==> src/rtl/vga_pkg.sv <==
// vga_pkg
//   Shared definitions for the VGA scan controller: default 640x480@60
//   timing constants, the {act,hs,vs} sync bundle carried down the fetch
//   delay line, and the 12-bit colour-bar lookup used by the test pattern.
//   No ports (package).
package vga_pkg;

  localparam int H_ACTIVE_DEF  = 640;
  localparam int H_FP_DEF      = 16;
  localparam int H_SYNC_DEF    = 96;
  localparam int H_BP_DEF      = 48;
  localparam int V_ACTIVE_DEF  = 480;
  localparam int V_FP_DEF      = 10;
  localparam int V_SYNC_DEF    = 2;
  localparam int V_BP_DEF      = 33;
  localparam int ADDR_W_DEF    = 19;
  localparam int FETCH_LAT_DEF = 2;

  // Timing flags of one pixel slot, all active-high inside the pipeline.
  typedef struct packed {
    logic act;
    logic hs;
    logic vs;
  } sync_t;

  localparam int SYNC_W = 3;

  // Colour-bar table, left to right: white, yellow, cyan, green,
  // magenta, red, blue, black ({R4,G4,B4}).
  function automatic logic [11:0] bar_colour(input logic [2:0] idx);
    logic [11:0] c;
    case (idx)
      3'd0:    c = 12'hFFF;
      3'd1:    c = 12'hFF0;
      3'd2:    c = 12'h0FF;
      3'd3:    c = 12'h0F0;
      3'd4:    c = 12'hF0F;
      3'd5:    c = 12'hF00;
      3'd6:    c = 12'h00F;
      3'd7:    c = 12'h000;
      default: c = 12'h000;
    endcase
    return c;
  endfunction

endpackage

==> src/rtl/vga_scan_ctrl_if.sv <==
// vga_scan_ctrl_if
//   Frame-buffer read port between the scan controller and the pixel memory.
//   Signals:
//     Rd_en   read strobe, one per active pixel, only meaningful on Pix_ce
//     Addr    linear raster read address (ADDR_W bits)
//     Fb_data 12-bit {R4,G4,B4} pixel, valid FETCH_LAT ce-cycles after Rd_en
//   Modports: master = scan controller, slave = frame-buffer memory.
interface vga_scan_ctrl_if #(
  parameter int ADDR_W = 19
);
  logic              Rd_en;
  logic [ADDR_W-1:0] Addr;
  logic [11:0]       Fb_data;

  modport master (output Rd_en, output Addr, input Fb_data);
  modport slave  (input Rd_en, input Addr, output Fb_data);
endinterface

==> src/rtl/vga_delay_line.sv <==
// vga_delay_line
//   Clock-enable gated shift register of DEPTH stages. Aligns the timing
//   flags (and, with the test pattern, the pixel column) with the data
//   returning from the frame buffer.
//   Ports:
//     clk   in  system clock
//     rst_n in  asynchronous active-low reset, clears every tap
//     ce    in  shift enable (pixel clock enable)
//     din   in  W-bit value entering stage 0
//     dout  out W-bit value leaving the last stage (registered)
module vga_delay_line #(
  parameter int DEPTH = 2,
  parameter int W     = 3
) (
  input  logic         clk,
  input  logic         rst_n,
  input  logic         ce,
  input  logic [W-1:0] din,
  output logic [W-1:0] dout
);

  logic [W-1:0] taps_r [DEPTH];

  // Shift the taps one place on every enabled pixel slot.
  always_ff @(posedge clk or negedge rst_n) begin
    if (!rst_n) begin
      for (int i = 0; i < DEPTH; i++) begin
        taps_r[i] <= {W{1'b0}};
      end
    end else if (ce) begin
      taps_r[0] <= din;
      for (int i = 1; i < DEPTH; i++) begin
        taps_r[i] <= taps_r[i-1];
      end
    end
  end

  assign dout = taps_r[DEPTH-1];

endmodule

==> src/rtl/vga_scan_ctrl.sv <==
// vga_scan_ctrl
//   VGA raster scheduler. Counts pixel/line positions, issues linear
//   frame-buffer reads, delays the blank/sync flags by the memory latency
//   and registers the returned pixel so Dout/Nblank/Hsync/Vsync leave
//   together, FETCH_LAT+1 ce-cycles after the matching Rd_en.
//   Optional feature: define VGA_TESTPAT_EN to add the Tp_sel input, which
//   replaces active pixels with eight vertical colour bars and suppresses
//   frame-buffer reads.
//   Ports:
//     clk         in  system clock
//     Nreset      in  asynchronous active-low reset
//     Pix_ce      in  pixel clock enable; all state advances only when 1
//     fb          --  frame-buffer read port (Rd_en, Addr out; Fb_data in)
//     Dout        out pixel to RGB expander, 0 when blanked
//     Nblank      out 1 = visible pixel
//     Hsync       out active-low horizontal sync
//     Vsync       out active-low vertical sync
//     Frame_start out combinational, h=0 && v=0 && Pix_ce
//     Tp_sel      in  (VGA_TESTPAT_EN only) 1 = colour bars replace Fb_data
module vga_scan_ctrl
  import vga_pkg::*;
#(
  parameter int H_ACTIVE  = H_ACTIVE_DEF,
  parameter int H_FP      = H_FP_DEF,
  parameter int H_SYNC    = H_SYNC_DEF,
  parameter int H_BP      = H_BP_DEF,
  parameter int V_ACTIVE  = V_ACTIVE_DEF,
  parameter int V_FP      = V_FP_DEF,
  parameter int V_SYNC    = V_SYNC_DEF,
  parameter int V_BP      = V_BP_DEF,
  parameter int ADDR_W    = ADDR_W_DEF,
  parameter int FETCH_LAT = FETCH_LAT_DEF
) (
  input  logic                   clk,
  input  logic                   Nreset,
  input  logic                   Pix_ce,
  vga_scan_ctrl_if.master        fb,
  output logic [11:0]            Dout,
  output logic                   Nblank,
  output logic                   Hsync,
  output logic                   Vsync,
  output logic                   Frame_start
`ifdef VGA_TESTPAT_EN
  ,
  input  logic                   Tp_sel
`endif
);

  localparam int H_TOTAL = H_ACTIVE + H_FP + H_SYNC + H_BP;
  localparam int V_TOTAL = V_ACTIVE + V_FP + V_SYNC + V_BP;
  localparam int H_W     = $clog2(H_TOTAL);
  localparam int V_W     = $clog2(V_TOTAL);
`ifdef VGA_TESTPAT_EN
  localparam int DL_W    = SYNC_W + H_W;
`else
  localparam int DL_W    = SYNC_W;
`endif

  // Stage 0: raster counters
  logic [H_W-1:0]    h_cnt_r;
  logic [V_W-1:0]    v_cnt_r;
  logic              act_s;
  logic              hs_s;
  logic              vs_s;
  logic              origin_s;
  logic              tp_sel_s;

  // Stage 1: registered decode and fetch request
  sync_t             sync1_r;
  logic              rd_en_r;
  logic [ADDR_W-1:0] addr_r;

  // Delay-line output and output-register input
  logic [DL_W-1:0]   dl_in_s;
  logic [DL_W-1:0]   dl_out_s;
  sync_t             sync_d_s;
  logic [11:0]       pix_s;

`ifdef VGA_TESTPAT_EN
  logic [H_W-1:0]    col1_r;
  logic [H_W-1:0]    col_d_s;
  logic [2:0]        bar_idx_s;

  assign tp_sel_s  = Tp_sel;
  assign dl_in_s   = {sync1_r, col1_r};
  assign col_d_s   = dl_out_s[H_W-1:0];
  // Column 0..H_ACTIVE-1 maps onto eight equal-width bars.
  assign bar_idx_s = 3'((32'(col_d_s) * 32'd8) / 32'(H_ACTIVE));
`else
  assign tp_sel_s  = 1'b0;
  assign dl_in_s   = sync1_r;
`endif

  assign sync_d_s = dl_out_s[DL_W-1 -: SYNC_W];

  assign act_s    = (h_cnt_r < H_W'(H_ACTIVE)) && (v_cnt_r < V_W'(V_ACTIVE));
  assign hs_s     = (h_cnt_r >= H_W'(H_ACTIVE + H_FP)) &&
                    (h_cnt_r <  H_W'(H_ACTIVE + H_FP + H_SYNC));
  assign vs_s     = (v_cnt_r >= V_W'(V_ACTIVE + V_FP)) &&
                    (v_cnt_r <  V_W'(V_ACTIVE + V_FP + V_SYNC));
  assign origin_s = (h_cnt_r == H_W'(0)) && (v_cnt_r == V_W'(0));

  assign Frame_start = origin_s && Pix_ce;
  assign fb.Rd_en    = rd_en_r;
  assign fb.Addr     = addr_r;

  // Pixel and line counters; the line advances on the same ce as the pixel wrap.
  always_ff @(posedge clk or negedge Nreset) begin
    if (!Nreset) begin
      h_cnt_r <= H_W'(0);
      v_cnt_r <= V_W'(0);
    end else if (Pix_ce) begin
      if (h_cnt_r == H_W'(H_TOTAL - 1)) begin
        h_cnt_r <= H_W'(0);
        if (v_cnt_r == V_W'(V_TOTAL - 1)) begin
          v_cnt_r <= V_W'(0);
        end else begin
          v_cnt_r <= v_cnt_r + V_W'(1);
        end
      end else begin
        h_cnt_r <= h_cnt_r + H_W'(1);
      end
    end
  end

  // Stage-1 decode, read strobe and read address.
  // Addr steps after every active slot already in stage 1, and is forced to 0
  // when the slot entering stage 1 is the frame origin, so it never drifts.
  always_ff @(posedge clk or negedge Nreset) begin
    if (!Nreset) begin
      sync1_r <= '{act: 1'b0, hs: 1'b0, vs: 1'b0};
      rd_en_r <= 1'b0;
      addr_r  <= ADDR_W'(0);
`ifdef VGA_TESTPAT_EN
      col1_r  <= H_W'(0);
`endif
    end else if (Pix_ce) begin
      sync1_r <= '{act: act_s, hs: hs_s, vs: vs_s};
      rd_en_r <= act_s && !tp_sel_s;
`ifdef VGA_TESTPAT_EN
      col1_r  <= h_cnt_r;
`endif
      if (origin_s) begin
        addr_r <= ADDR_W'(0);
      end else if (sync1_r.act) begin
        addr_r <= addr_r + ADDR_W'(1);
      end
    end
  end

  vga_delay_line #(
    .DEPTH (FETCH_LAT),
    .W     (DL_W)
  ) u_delay (
    .clk   (clk),
    .rst_n (Nreset),
    .ce    (Pix_ce),
    .din   (dl_in_s),
    .dout  (dl_out_s)
  );

  // Select the pixel for the output register: memory data, bar, or black.
  always_comb begin
    pix_s = 12'h000;
    if (sync_d_s.act) begin
`ifdef VGA_TESTPAT_EN
      if (tp_sel_s) begin
        pix_s = bar_colour(bar_idx_s);
      end else begin
        pix_s = fb.Fb_data;
      end
`else
      pix_s = fb.Fb_data;
`endif
    end else begin
      pix_s = 12'h000;
    end
  end

  // Output register: pixel, blank and active-low syncs leave on the same ce.
  always_ff @(posedge clk or negedge Nreset) begin
    if (!Nreset) begin
      Dout   <= 12'h000;
      Nblank <= 1'b0;
      Hsync  <= 1'b1;
      Vsync  <= 1'b1;
    end else if (Pix_ce) begin
      Dout   <= pix_s;
      Nblank <= sync_d_s.act;
      Hsync  <= !sync_d_s.hs;
      Vsync  <= !sync_d_s.vs;
    end
  end

endmodule
==> src/flat_wrapper.sv <==
// flat-port wrapper written by rule: the top's interface ports become plain ports
module vga_scan_ctrl_flat import vga_pkg::*;
#(
  parameter int H_ACTIVE  = H_ACTIVE_DEF,
  parameter int H_FP      = H_FP_DEF,
  parameter int H_SYNC    = H_SYNC_DEF,
  parameter int H_BP      = H_BP_DEF,
  parameter int V_ACTIVE  = V_ACTIVE_DEF,
  parameter int V_FP      = V_FP_DEF,
  parameter int V_SYNC    = V_SYNC_DEF,
  parameter int V_BP      = V_BP_DEF,
  parameter int ADDR_W    = ADDR_W_DEF,
  parameter int FETCH_LAT = FETCH_LAT_DEF
)
  (clk, Nreset, Pix_ce, Dout, Nblank, Hsync, Vsync, Frame_start, fb_Rd_en, fb_Addr, fb_Fb_data);
  vga_scan_ctrl_if #(.ADDR_W(ADDR_W)) fb_i ();
  input  logic clk;
  input  logic Nreset;
  input  logic Pix_ce;
  output logic [11:0] Dout;
  output logic Nblank;
  output logic Hsync;
  output logic Vsync;
  output logic Frame_start;
  output wire logic [$bits(fb_i.Rd_en)-1:0] fb_Rd_en;
  output wire logic [$bits(fb_i.Addr)-1:0] fb_Addr;
  input wire logic [$bits(fb_i.Fb_data)-1:0] fb_Fb_data;
  assign fb_Rd_en = fb_i.Rd_en;
  assign fb_Addr = fb_i.Addr;
  assign fb_i.Fb_data = fb_Fb_data;
  vga_scan_ctrl #(.H_ACTIVE(H_ACTIVE), .H_FP(H_FP), .H_SYNC(H_SYNC), .H_BP(H_BP), .V_ACTIVE(V_ACTIVE), .V_FP(V_FP), .V_SYNC(V_SYNC), .V_BP(V_BP), .ADDR_W(ADDR_W), .FETCH_LAT(FETCH_LAT)) u_core (.clk(clk), .Nreset(Nreset), .Pix_ce(Pix_ce), .fb(fb_i), .Dout(Dout), .Nblank(Nblank), .Hsync(Hsync), .Vsync(Vsync), .Frame_start(Frame_start));
endmodule
==> config.mk <==
export PLATFORM = sky130hd
export DESIGN_NAME = vga_scan_ctrl_flat
export DESIGN_NICKNAME = d
export VERILOG_FILES = /design/src/rtl/vga_pkg.sv /design/src/rtl/vga_scan_ctrl_if.sv /design/src/rtl/vga_delay_line.sv /design/src/rtl/vga_scan_ctrl.sv /design/src/flat_wrapper.sv
export SDC_FILE = /design/constraint.sdc
export NUM_CORES = 1
export LEC_CHECK = 0
export BUFFER_PORTS_ARGS = -buffer_cell sky130_fd_sc_hd__buf_2
export CAP_MARGIN = 5
export CORE_ASPECT_RATIO = 0.75
export CORE_UTILIZATION = 40
export DETAILED_ROUTE_END_ITERATION = 10
export PLACE_DENSITY = 0.59
export SLEW_MARGIN = 20
export SYNTH_ARGS = -nofsm -noshare
export SYNTH_HDL_FRONTEND = slang
export SYNTH_HIERARCHICAL = 1
export SYNTH_SLANG_ARGS = --single-unit
==> constraint.sdc <==
create_clock -name clk -period 2.45 [get_ports clk]
set_input_delay 0 -clock clk [delete_from_list [all_inputs] [get_ports clk]]
set_output_delay 0 -clock clk [all_outputs]
set_load 0.05 [all_outputs]
---- After elaboration in Yosys (flattened, before gate mapping) ----
Index checks and enable logic that the tools add are counted.
storage, ports and cells
  bits in latches ......................... 0
  memories ................................ 0
  word-level logic and storage cells ...... 40
  bits in writable memories ............... 0
  input bits .............................. 15
  output and inout bits ................... 36
  ROM bits ................................ 0
  flip-flop bits (word level) ............. 63
operators by class
  equal/unequal tests ..................... 2
  div/mod/pow operators ................... 0
  reductions and logical operators ........ 12
  $add $sub $neg .......................... 3
  shift operators ......................... 0
  $lt $le $gt $ge ......................... 6
  bitwise operators ....................... 0
  muxes and demuxes ....................... 5
  $mul .................................... 0
operators by type and width
  cell                   number
  $mux 19                2
  $add 10x1->10 const B  2
  $eq 10x10->1 const B   2
  $logic_not 10->1       2
  $lt 10x10->1 const B   2
  $lt 10x9->1 const B    2
  $mux 10                2
  $add 19x1->19 const B  1
  $mux 12                1
  $ge 10x10->1 const B   1
  $ge 10x9->1 const B    1
  $logic_and 1x1->1      5
  $reduce_and 2->1       2
  $logic_not 1->1        2
  $reduce_bool 2->1      1

---- Logic depth before layout (Yosys ltp) ----
Gate-level depths: netlist of run 1.
  word-level depth ........................ 4
  depth in mapped cells ................... 8

---- By module ----
The synthesis of run 1 kept the hierarchy.
by module, submodules not included
  module          instances  area each (um^2)  cells an instance
  vga_scan_ctrl   1          2906.5            316
  vga_delay_line  1          274.0             16

---- Least setup slack after synthesis of run 1 ----
Ideal clock, no wire load.
  kind .................................... register -> register
  start ................................... register u_core.v_cnt_r[0]
  end ..................................... register u_core.addr_r[10], in the netlist u_core/fb.Addr[10]
  arrival ................................. 2.117 ns
  data required time ...................... 2.315 ns
  path slack .............................. 0.198 ns
  stages on the path, launching flop included .. 8
  cell sequence ........................... dfrtp_1 inv_1 ha_1 or4b_1 or3_4 nor4_2 buf_2 nor2_1
on the way
  longest elaborated chain between the ends .. 4
RTL lines
  item                         line                  source
  start: declaration           vga_scan_ctrl.sv:61   logic [V_W-1:0] v_cnt_r;
  start signal: assignment     vga_scan_ctrl.sv:118  v_cnt_r <= v_cnt_r + V_W'(1);
  $logic_not 10->1 *           vga_scan_ctrl.sv:101  assign origin_s = (h_cnt_r == H_W'(0)) && (v_cnt_r == V_W'(0));
  $logic_and 1x1->1 *          vga_scan_ctrl.sv:101
  $reduce_bool 2->1 (no line)  -
  $reduce_and 2->1 (no line)   -
  end signal: assignment       vga_scan_ctrl.sv:146  addr_r <= addr_r + ADDR_W'(1);
  end: declaration             vga_scan_ctrl.sv:71   logic [ADDR_W-1:0] addr_r;
Mark *: on every way between the ends. The rest lies on a longest branch, timed or not.
A chain may end at the register's enable or synchronous reset.

---- Worst setup path in the final report of run 1 ----
  start ................................... register u_core.v_cnt_r[1]
  end ..................................... register u_core.addr_r[1], in the netlist u_core/fb.Addr[1]
The elaborated chain is that of the path after synthesis.

==> results.md, run 1 <==
- Slew margin rel.: 53.74%
- CP arrival: 2.52 ns
- Fin area: 3890 um^2
- Fmax: between 400 and 500 MHz
- Top cell type's share of synthesized area: 47.99%
- Final wirelength: ~7.4 mm
- Core outline area: around 7500 um^2
- Rows: 27
- Clock Sinks: between 60 and 70
- # Max-Cap Violations: 0
- Placer Congestion: between 0.8 and 0.9
- Startpoint types: flop
- Ant diodes: 0
- Post-synthesis sequential area ratio: 49.65%
- Synth-to-Final Area Change: 22.31%
- Tmin final: 2.281 ns
- Die span in x: between 100 and 150 um
- Die Ht: slightly below 80 um
- Final slew viol count: 0
- Tcrit/Tclk final: between 90 and 100%
- Worst min path class: in2reg
- Syn Nets: 352
- Vias in the first global route: 2475
- Commonest cells post-synth: dfrtp_1 (61), o21ai_0 (34), nand2_1 (28)
- Port bufs: 50
- Vias after detailed routing: 2655
- Share of layout cells above drive strength 1: 23.33%
- # DRC: 0
- Overall Global Routing Usage: 19.53%
- Net count, final: 418
- Top-count cell post-synth: dfrtp_1
- EDFF count, synth: 0
- Crit Path Class: reg2reg
- PwrDens: 751.1 nW/um^2
- Avg WL per Cell: between 10 and 15 um
- DRT antenna net count: 0
- Fillers: 694
- Antenna violations before repair: 0
- Vias per cell: ~5.3
- Syn avg cell area: 9.580 um^2
- Status: complete, no violations
- DRT Pass-1 Iters: 4
- IO Pins: 51
- H-tree levels: 3
- Tightest Pin Transition: 0.6939 ns
- Post-Synthesis Cell Area: 3181 um^2
- LEAKAGE: between 1.5 and 2 nW
- Grt total ovfl: 0
- Clk buf depth: 2
- Reg clk slew, reported paths: 0.07 ns
- First-pass GRT wire length: 12.54 mm
- Critical-path maximum fanout: 8
- Clk_skew: 0.006297 ns
- Final Hold Fails: 0
- Ys Warns: 6
- Detail Placement HPWL: 4.991 mm
- RSZ-0062 raised after global routing: no
- CTS tree: built
- Setup_tns: 0 ns
- Crit. End Element: flop
- Async set-reset flop share out of synthesis: 100.0%
- Largest net degree at the start of global routing: 34
- CTS Buf Count: 9
- Dominant cells by area after synthesis: dfrtp_1 (48%), o21ai_0 (5.4%), nand3_1 (3.8%)
- Syn Inst Count: 332
- DP Area: 3525 um^2
- CTS Root Cell: clkbuf_8
- Initial core utilization: 42.22%
- Ys flop type: dfrtp_1
- Yosys cell types: 52
- Clk Latency, worst-skew pair: 0.35 ns
- Final setup viols: 0
- Post-synthesis register bit count: between 60 and 70
- Number of DRC markers in iteration 0: 209
- VDD IR-drop max: 0.5423 mV
- DIE AREA: between 8000 and 9000 um^2
- Cell taking the most area after synthesis: dfrtp_1
- Critical path required time: 2.69 ns
[cells by family (layout without fill, tap and decap cells)]
logic type | Yosys count | in the layout | share of synthesized area (%)
AOI/OAI and AO/OA | 65 | 65 | 11.84
xor gates and xnor gates | 15 | 15 | 4.131
adders and majority gates | 5 | 5 | 1.967
buffers and inverters | 42 | 113 | 5.625
DFF | 63 | 63 | 49.65
muxes | 8 | 8 | 3.501
and+or+nand+nor | 134 | 134 | 23.29
[worst max-delay path, cell delays in order (launching register included)]
cell and delay, ns:
dfrtp_1 0.38, inv_1 0.07, ha_1 0.13, or4b_1 0.45, or3_4 0.39, nor3_4 0.38, nor2_2 0.10, a32o_2 0.28
[area by class of cell]
cell class              count  area [um^2]  share of cell area, %
inverters                  23        86.33                  2.219
well taps                 101        126.4                  3.249
multi-input cells         227         1431                  36.80
flip-flops and latches     63         1579                  40.59
clock buffers              10        137.6                  3.538
clock inverters             6        60.06                  1.544
repair buffers             74        469.2                  12.06
[metal layers]
metal | global-route usage, % | vias up | wire [um]
met1 | 28.69 | 1269 | 3806
met2 | 27.68 | 83 | 3062
li1 | - | 1297 | -
met4 | 4.225 | 0 | 44
met5 | 0 | - | 0
met3 | 6.486 | 6 | 475
[registers in the layout (all words and copies together) (netlist names)]
name,count
u_core/Vsync,1
u_core/fb.Rd_en,1
u_core/u_delay/taps_r,3
u_core/dl_in_s,2
u_core/v_cnt_r,10
u_core/Dout,12
u_core/h_cnt_r,10
u_core/Hsync,1
u_core/Nblank,1
u_core/fb.Addr,19
u_core/u_delay/dout,3
[power by group]
group | total (W) | internal (W) | switching (W)
registers | 0.00132 | 0.00116 | 0.000169
logic | 0.000688 | 0.000203 | 0.000485
clock network | 0.000910 | 0.000491 | 0.000419
total | 0.00292 | 0.00185 | 0.00107
[final timing paths]
| kind | to | slack (ns) | start | cells past startpoint |
|---|---|---|---|---|
| min | u_core/h_cnt_r[2]$_DFFE_PN0P_ | 0.1 | Pix_ce | 3 |
| min reg2reg | u_core/Hsync$_DFFE_PN1P_ | 0.42 | u_core/u_delay/dout[1]$_DFFE_PN0P_ | 1 |
| max in group asynchronous | u_core/Hsync$_DFFE_PN1P_ | 1.44 | Nreset | 3 |
| min in group asynchronous | u_core/h_cnt_r[8]$_DFFE_PN0P_ | 0.23 | Nreset | 2 |
| max reg2reg | u_core/fb.Addr[1]$_DFFE_PN0P_ | 0.17 | u_core/v_cnt_r[1]$_DFFE_PN0P_ | 7 |
| max | u_core/fb.Addr[1]$_DFFE_PN0P_ | 0.17 | u_core/v_cnt_r[1]$_DFFE_PN0P_ | 7 |
[through the flow]
stage / instances / utilization (%) / total power [W] / worst slack [ns] / hold WS [ns]
floorplan: 332 / - / 0.001813 / 0.1981 / -0.2956
global placement: 472 / 46.79 / 0.001988 / 0.1647 / 0.08858
detailed placement: 472 / 46.79 / 0.002004 / 0.1279 / 0.09589
CTS: 504 / 51.64 / 0.002946 / 0.04133 / 0.08872
global route: 504 / 51.64 / 0.003089 / 0.02263 / 0.1038
finish: 504 / 51.64 / 0.002922 / 0.1689 / 0.09906
[repair_timing]
| action | CTS | global route |
|---|---|---|
| hold endpoints to repair | 41 | 0 |
| endpoints found under the setup margin | 1 | 1 |
| pin swaps | 0 | 1 |
| hold buffers | 13 | 0 |
| gates resized for setup | 3 | 0 |
| setup buffers | 3 | 0 |
[layout by cell type (no fill, tap or decap), types with 2 or more instances in the layout]
| master | count |
|---|---|
| a31oi_1 | 2 |
| clkinv_2 | 3 |
| nand3_1 | 24 |
| or3_1 | 2 |
| nand4_1 | 12 |
| xnor2_1 | 9 |
| buf_4 | 11 |
| a21o_1 | 3 |
| or4_1 | 2 |
| o21ai_0 | 34 |
| mux2_4 | 6 |
| nor2_1 | 21 |
| buf_2 | 49 |
| nand2_1 | 28 |
| o31ai_1 | 3 |
| and3_1 | 6 |
| clkinvlp_4 | 2 |
| nor4b_1 | 3 |
| dfstp_2 | 2 |
| inv_1 | 23 |
| nor4_1 | 7 |
| dlygate4sd3_1 | 13 |
| clkbuf_8 | 10 |
| o21ai_1 | 5 |
| xor2_1 | 6 |
| dfrtp_1 | 61 |
| nor3_1 | 9 |
| a21oi_1 | 9 |
| nor2b_1 | 2 |
| ha_1 | 5 |
| a22o_1 | 2 |
| and2_1 | 4 |
| nand4b_1 | 2 |
| and4_1 | 2 |
Power figures use the tool's default switching activity.
==> inputs of run 2 (changes only) <==
Settings changed: SYNTH_HIERARCHICAL 1 to unset.
==> run 2 against run 1 <==
Net effect:
- hold slack improved by 0.018 ns
- clock power increased by 33%
- utilization increased by 1.0 points
- synthesized cell count decreased by 3.0%
- critical path type is now reg2out
- critical endpoint is now Frame_start
- largest cell class unchanged
==> results.md, run 2 <==
- Status: complete, no violations
- Post-synthesis register bit count: 63
- Port bufs: 50
- Critical path required time: 2.45 ns
- Synth-to-Final Area Change: 25.73%
- Final wirelength: 6.821 mm
- Initial core utilization: 41.87%
- Crit. End Element: primary output
- Commonest non-fill, non-tap cell in the layout: dfrtp_1
- Die span in x: 103.8 um
- Yosys cell types: 40
- Tightest Pin Transition: 0.5923 ns
- Pint: 0.002173 W
- Final Hold Fails: 0
- Grt total ovfl: 0
- Core outline area: ~7400 um^2
- EDFF count, synth: 0
- Commonest cells post-synth: dfrtp_1 (61), o21ai_0 (43), nand2_1 (25), nand3_1 (25), inv_1 (23)
- DRT Pass-1 Iters: 4
- Vias after detailed routing: 2616
- VDD IR-drop max: 0.3666 mV
- Slew margin rel.: 60.52%
- Placer Congestion: 0.8608
- CTS Root Cell: clkbuf_8
- Ys flop type: dfrtp_1
- RSZ-0062 raised after global routing: no
- Ant diodes: 0
- Setup_tns: 0 ns
- Top cell type's share of synthesized area: 49.06%
- Worst min path class: in2async
- CTS Buf Count: 9
- Ys Warns: 0
- Cell taking the most area after synthesis: dfrtp_1
- Number of DRC markers in iteration 0: 145
- Fmax: 430.5 MHz
- Post-Synthesis Cell Area: 3112 um^2
- Clock power share: between 30 and 40%
- Critical-path maximum fanout: 6
- LEAKAGE: 1.820 nW
- Dominant cells by area after synthesis: dfrtp_1 (49%), o21ai_0 (6.9%), nand3_1 (4.0%)
- Rows: 27
- First-pass GRT wire length: 11.81 mm
- Sequential fraction of design power: 41.3%
- Avg WL per Cell: 13.72 um
- Combinational share of power: about a fifth
- Post-synthesis sequential area ratio: 50.74%
- Final setup viols: 0
- Antenna violations before repair: 0
- Vias per cell: around 5.3
- Die Ht: 78.39 um
- Switch share: 32.68%
- IO Pins: 51
- Critical path launch point: u_core.h_cnt_r[5]$_DFFE_PN0P_
- Syn Inst Count: between 300 and 400
- PwrDens: between 800 and 900 nW/um^2
- Clk_skew: 0.008047 ns
- Tmin final: 2.323 ns
- # Max-Cap Violations: 0
- Startpoint types: flop
- Tcrit/Tclk final: 94.80%
- # DRC: 0
- CTS tree: built
- Final slew viol count: 0
- Crit Path Class: reg2out
- Clk Latency, worst-skew pair: 0.35 ns
- Overall Global Routing Usage: 18.50%
- Reg clk slew, reported paths: around 0.07 ns
- Commonest non-fill, non-tap cells in the layout: dfrtp_1 (61), buf_2 (49), o21ai_0 (43), nand2_1 (25), nand3_1 (25)
- Worst r2r src: u_core.h_cnt_r[5]$_DFFE_PN0P_
- Largest net degree at the start of global routing: 34
- Sw Pwr: about 0.0011 W
- Clk buf depth: 2
- Top-count cell post-synth: dfrtp_1
- Fin util: 52.64%
- DRT antenna net count: 0
- H-tree levels: 3
- Clock Sinks: 63
- CP arrival: between 2 and 2.5 ns
- Async set-reset flop share out of synthesis: 100.0%
- Detail Placement HPWL: 4.618 mm
- DIE AREA: 8140 um^2
- Share of layout cells above drive strength 1: 23.23%
- Vias in the first global route: 2492
- Syn Nets: 342
- Max reg flops: 19
- Syn avg cell area: around 9.7 um^2
- Tightest hold margin: approximately 0.12 ns
- Net count, final: around 410
==> run 2: changes by cell type in the layout (fill, tap and decap cells not counted), sizes merged, moves of 4 or more <==
cell,before,now
a21o,3,7
nor2,22,14
o21ai,39,43
a21oi,9,1
a22o,2,7
and4,2,7
==> run 2: per-layer routing <==
| metal | wire, um | global-route usage [%] |
|---|---|---|
| met1 | 3310 | 24.31 |
| met5 | 0 | 0 |
| met4 | 74 | 6.857 |
| met3 | 361 | 5.897 |
| met2 | 3074 | 28.67 |
==> run 2: worst max-delay path, stage by stage (launching register included) <==
cell	delay (ns)
dfrtp_1	0.43
or3_4	0.41
or4_4	0.44
or3_4	0.39
nor2_2	0.13
buf_6	0.17
==> run 2: metrics by stage <==
step	power, W	setup WS, ns	std cells	area, um^2
4_1_cts	0.003257	0.03684	497	3906
5_1_grt	0.003397	0.03970	497	3913
3_3_place_gp	0.002008	0.2073	468	3500
2_1_floorplan	0.001833	0.1100	322	3112
3_5_place_dp	0.002020	0.1810	468	3500
6_report	0.003228	0.1273	497	3913
==> run 2: power groups by stage <==
| stage | clock network, W | logic [W] | registers, W |
|---|---|---|---|
| 4_1_cts | 0.00124 | 0.000690 | 0.00133 |
| 3_5_place_dp | 0 | 0.000673 | 0.00135 |
| 2_1_floorplan | 0 | 0.000316 | 0.00152 |
| 5_1_grt | 0.00128 | 0.000754 | 0.00136 |
| 3_3_place_gp | 0 | 0.000663 | 0.00134 |
| 6_report | 0.00121 | 0.000686 | 0.00133 |
==> run 2: final cells by class <==
cell class,count,area [um^2]
clock buffers,9,123.9
clock inverters,7,145.1
fillers,682,3520
inverters,23,86.33
multi-input cells,222,1398
flip-flops and latches,63,1579
well taps,101,126.4
repair buffers,72,454.2
==> run 2: repair_timing <==
action / in CTS / in global routing
resized for setup: 2 / 2
setup endpoints to repair: 1 / 1
hold buffers: 13 / 0
buffers inserted: 0 / 0
hold endpoints to repair: 29 / 0
==> run 2: cells by family (layout without fill, tap and decap cells) <==
family	count (synthesis)	count (layout)	synth area share, %
mux	10	10	3.579
flops	63	63	50.74
compound gates	70	70	13.79
fa+ha+maj	5	5	2.010
simple gates	127	127	22.48
xor+xnor	10	10	2.815
buf+inv	37	111	4.584
==> run 2: path summary, 6_finish.rpt <==
check | cells after the start | slack [ns] | to
worst max register to register | 5 | 0.23 | u_core.fb.Addr[17]$_DFFE_PN0P_
worst min register to register | 1 | 0.42 | u_core.Vsync$_DFFE_PN1P_
max in group asynchronous | 3 | 1.67 | u_core.Dout[10]$_DFFE_PN0P_
worst max-delay path | 5 | 0.13 | Frame_start
worst min-delay path | 2 | 0.12 | u_core.fb.Addr[15]$_DFFE_PN0P_
min in group clk | 2 | 0.22 | u_core.dl_in_s[2]$_DFFE_PN0P_
==> inputs of run 3 (changes only) <==
Settings changed: CELL_PAD_IN_SITES_DETAIL_PLACEMENT set to 2, CELL_PAD_IN_SITES_GLOBAL_PLACEMENT set to 2, CORE_UTILIZATION 40 to 35, PLACE_DENSITY 0.59 to 0.78.
==> run 3 against run 2 <==
Net effect:
- largest cell class unchanged
- utilization fell by 5.8 points
- clock power rose by 13%
- clock skew shrank 0.0015 ns
- critical path depth is the same
- critical path type unchanged
- clock-buffer cell count stayed put
- flip-flop and latch count unchanged
- first-iteration DRC count fell by 38%
- via count increased by 6.4%
- cell area increased by 2.1%
==> results.md, run 3 (same netlist as run 2, synthesis figures left out) <==
- FF/Latch Area: 1580 um^2
- Tightest Pin Transition: 0.5668 ns
- Tmin final: between 2 and 2.5 ns
- Crit. End Element: primary output
- First-pass GRT wire length: 16.84 mm
- CP arrival: 2.35 ns
- Grt total ovfl: 0
- Reg clk slew, reported paths: 0.06 ns
- Antenna violations before repair: 0
- H-tree levels: 3
- Crit Path Class: reg2out
- Initial core utilization: a little over a third
- Vias after detailed routing: around 2800
- Max reg flops: 19
- DIE AREA: 9276 um^2
- Core outline area: 8527 um^2
- Share of layout cells above drive strength 1: 23.81%
- Die Ht: 83.66 um
- Final Hold Fails: 0
- Crit-path max cell delay: 0.45 ns
- Clk Latency, worst-skew pair: between 0.3 and 0.4 ns
- Final slew viol count: 0
- Die span in x: 110.9 um
- LEAKAGE: 1.855 nW
- Critical path's most frequent cell: or3_4
- Detail Placement HPWL: 6.519 mm
- Overall Global Routing Usage: approximately a quarter
- Area occupied by multi-input gates: between 1000 and 1500 um^2
- PwrDens: just under 900 nW/um^2
- DP Cell Count: 478
- Clk buf depth: 2
- CTS Buf Count: 9
- Startpoint types: flop
- Slowest CP cell: or4_4
- Synth-to-Final Area Change: 28.43%
- Fmax: about 430 MHz
- Final setup viols: 0
- Placer Congestion: just under 0.8
- Critical-path maximum fanout: 6
- Avg WL per Cell: 20.22 um
- Commonest non-fill, non-tap cell in the layout: dfrtp_1
- VDD IR-drop max: 0.5206 mV
- Port bufs: 50
- Ant diodes: 0
- CP Buf/Inv Count: 1
- Fillers: 919
- Status: complete, no violations
- # Max-Cap Violations: 0
- Tcrit/Tclk final: a little over nine tenths
- Final wirelength: 10.25 mm
- IO Pins: 51
- Tightest hold margin: 0.04936 ns
- Net count, final: 414
- # DRC: 0
- Final cell count without fillers: around 510
- Setup Fix Bufs, Post-CTS: 0
- Commonest non-fill, non-tap cells in the layout: dfrtp_1 (60), buf_2 (49), o21ai_0 (43), nand2_1 (25), nand3_1 (25)
- DRT Pass-1 Iters: 4
- CTS Root Cell: clkbuf_16
- Fin util: 46.87%
- Vias in the first global route: 3154
- Worst min path class: in2async
- Clk_skew: 0.006567 ns
- Setup_tns: 0 ns
- Critical path's top delay family: simple AND/OR/NAND/NOR gates
- Largest net degree at the start of global routing: 35
- Critical path required time: 2.45 ns
- DRT antenna net count: 0
- Clock Sinks: between 60 and 70
- Number of DRC markers in iteration 0: 90
- Cells along the critical path: or3_4, or4_4, or3_4, nor2_1, buf_6
- Slew margin rel.: 62.08%
- Vias per cell: 5.489
- Rows: 29
- CTS tree: built
run 3: final timing paths:
kind	start	endpoint	slack [ns]	depth (start not counted)
setup / recovery	u_core.h_cnt_r[5]$_DFFE_PN0P_	Frame_start	0.1	5
hold / removal	Nreset	u_core.fb.Addr[6]$_DFFE_PN0P_	0.05	2
setup reg to reg	u_core.h_cnt_r[5]$_DFFE_PN0P_	u_core.fb.Addr[0]$_DFFE_PN0P_	0.18	6
hold reg to reg	u_core.u_delay.dout[1]$_DFFE_PN0P_	u_core.Hsync$_DFFE_PN1P_	0.41	1
max in group asynchronous	Nreset	u_core.Hsync$_DFFE_PN1P_	1.67	3
min in group clk	Pix_ce	u_core.h_cnt_r[2]$_DFFE_PN0P_	0.15	3
run 3: layer usage:
| metal | track usage (%) | wire [um] | vias to the layer above |
|---|---|---|---|
| met3 | 5.374 | 391 | 14 |
| li1 | - | - | 1296 |
| met5 | 0 | 0 | - |
| met4 | 7.030 | 140 | 0 |
| met1 | 27.52 | 4515 | 1409 |
| met2 | 43.37 | 5204 | 64 |
run 3: what timing repair did:
action / in CTS / in global routing
hold buffers: 13 / 0
endpoints found under the hold margin: 73 / 0
setup endpoints to repair: 1 / 1
resized for setup: 1 / 3
run 3: power breakdown:
part | switching, W | internal, W | total, W
clock network | 0.000484 | 0.000891 | 0.00137
logic | 0.000526 | 0.000243 | 0.000769
registers | 0.000171 | 0.00117 | 0.00134
run 3: cell type report:
cell class                      count  area share [%]
Sequential cell                    63           39.54
Multi-Input combinational cell    222           34.91
Timing Repair Buffer               75           11.93
Clock buffer                        9           5.636
Tap cell                          108           3.381
Clock inverter                      7           2.442
Inverter                           23           2.160
run 3: stage by stage:
stage | instance area (um^2) | setup WS, ns | total power [W]
CTS | 3986 | 0.01436 | 0.003508
global placement | 3531 | 0.2406 | 0.002027
finish | 3996 | 0.09985 | 0.003481
floorplan | 3112 | 0.1100 | 0.001833
global route | 3996 | -0.003183 | 0.003624
detailed placement | 3531 | 0.1587 | 0.002072
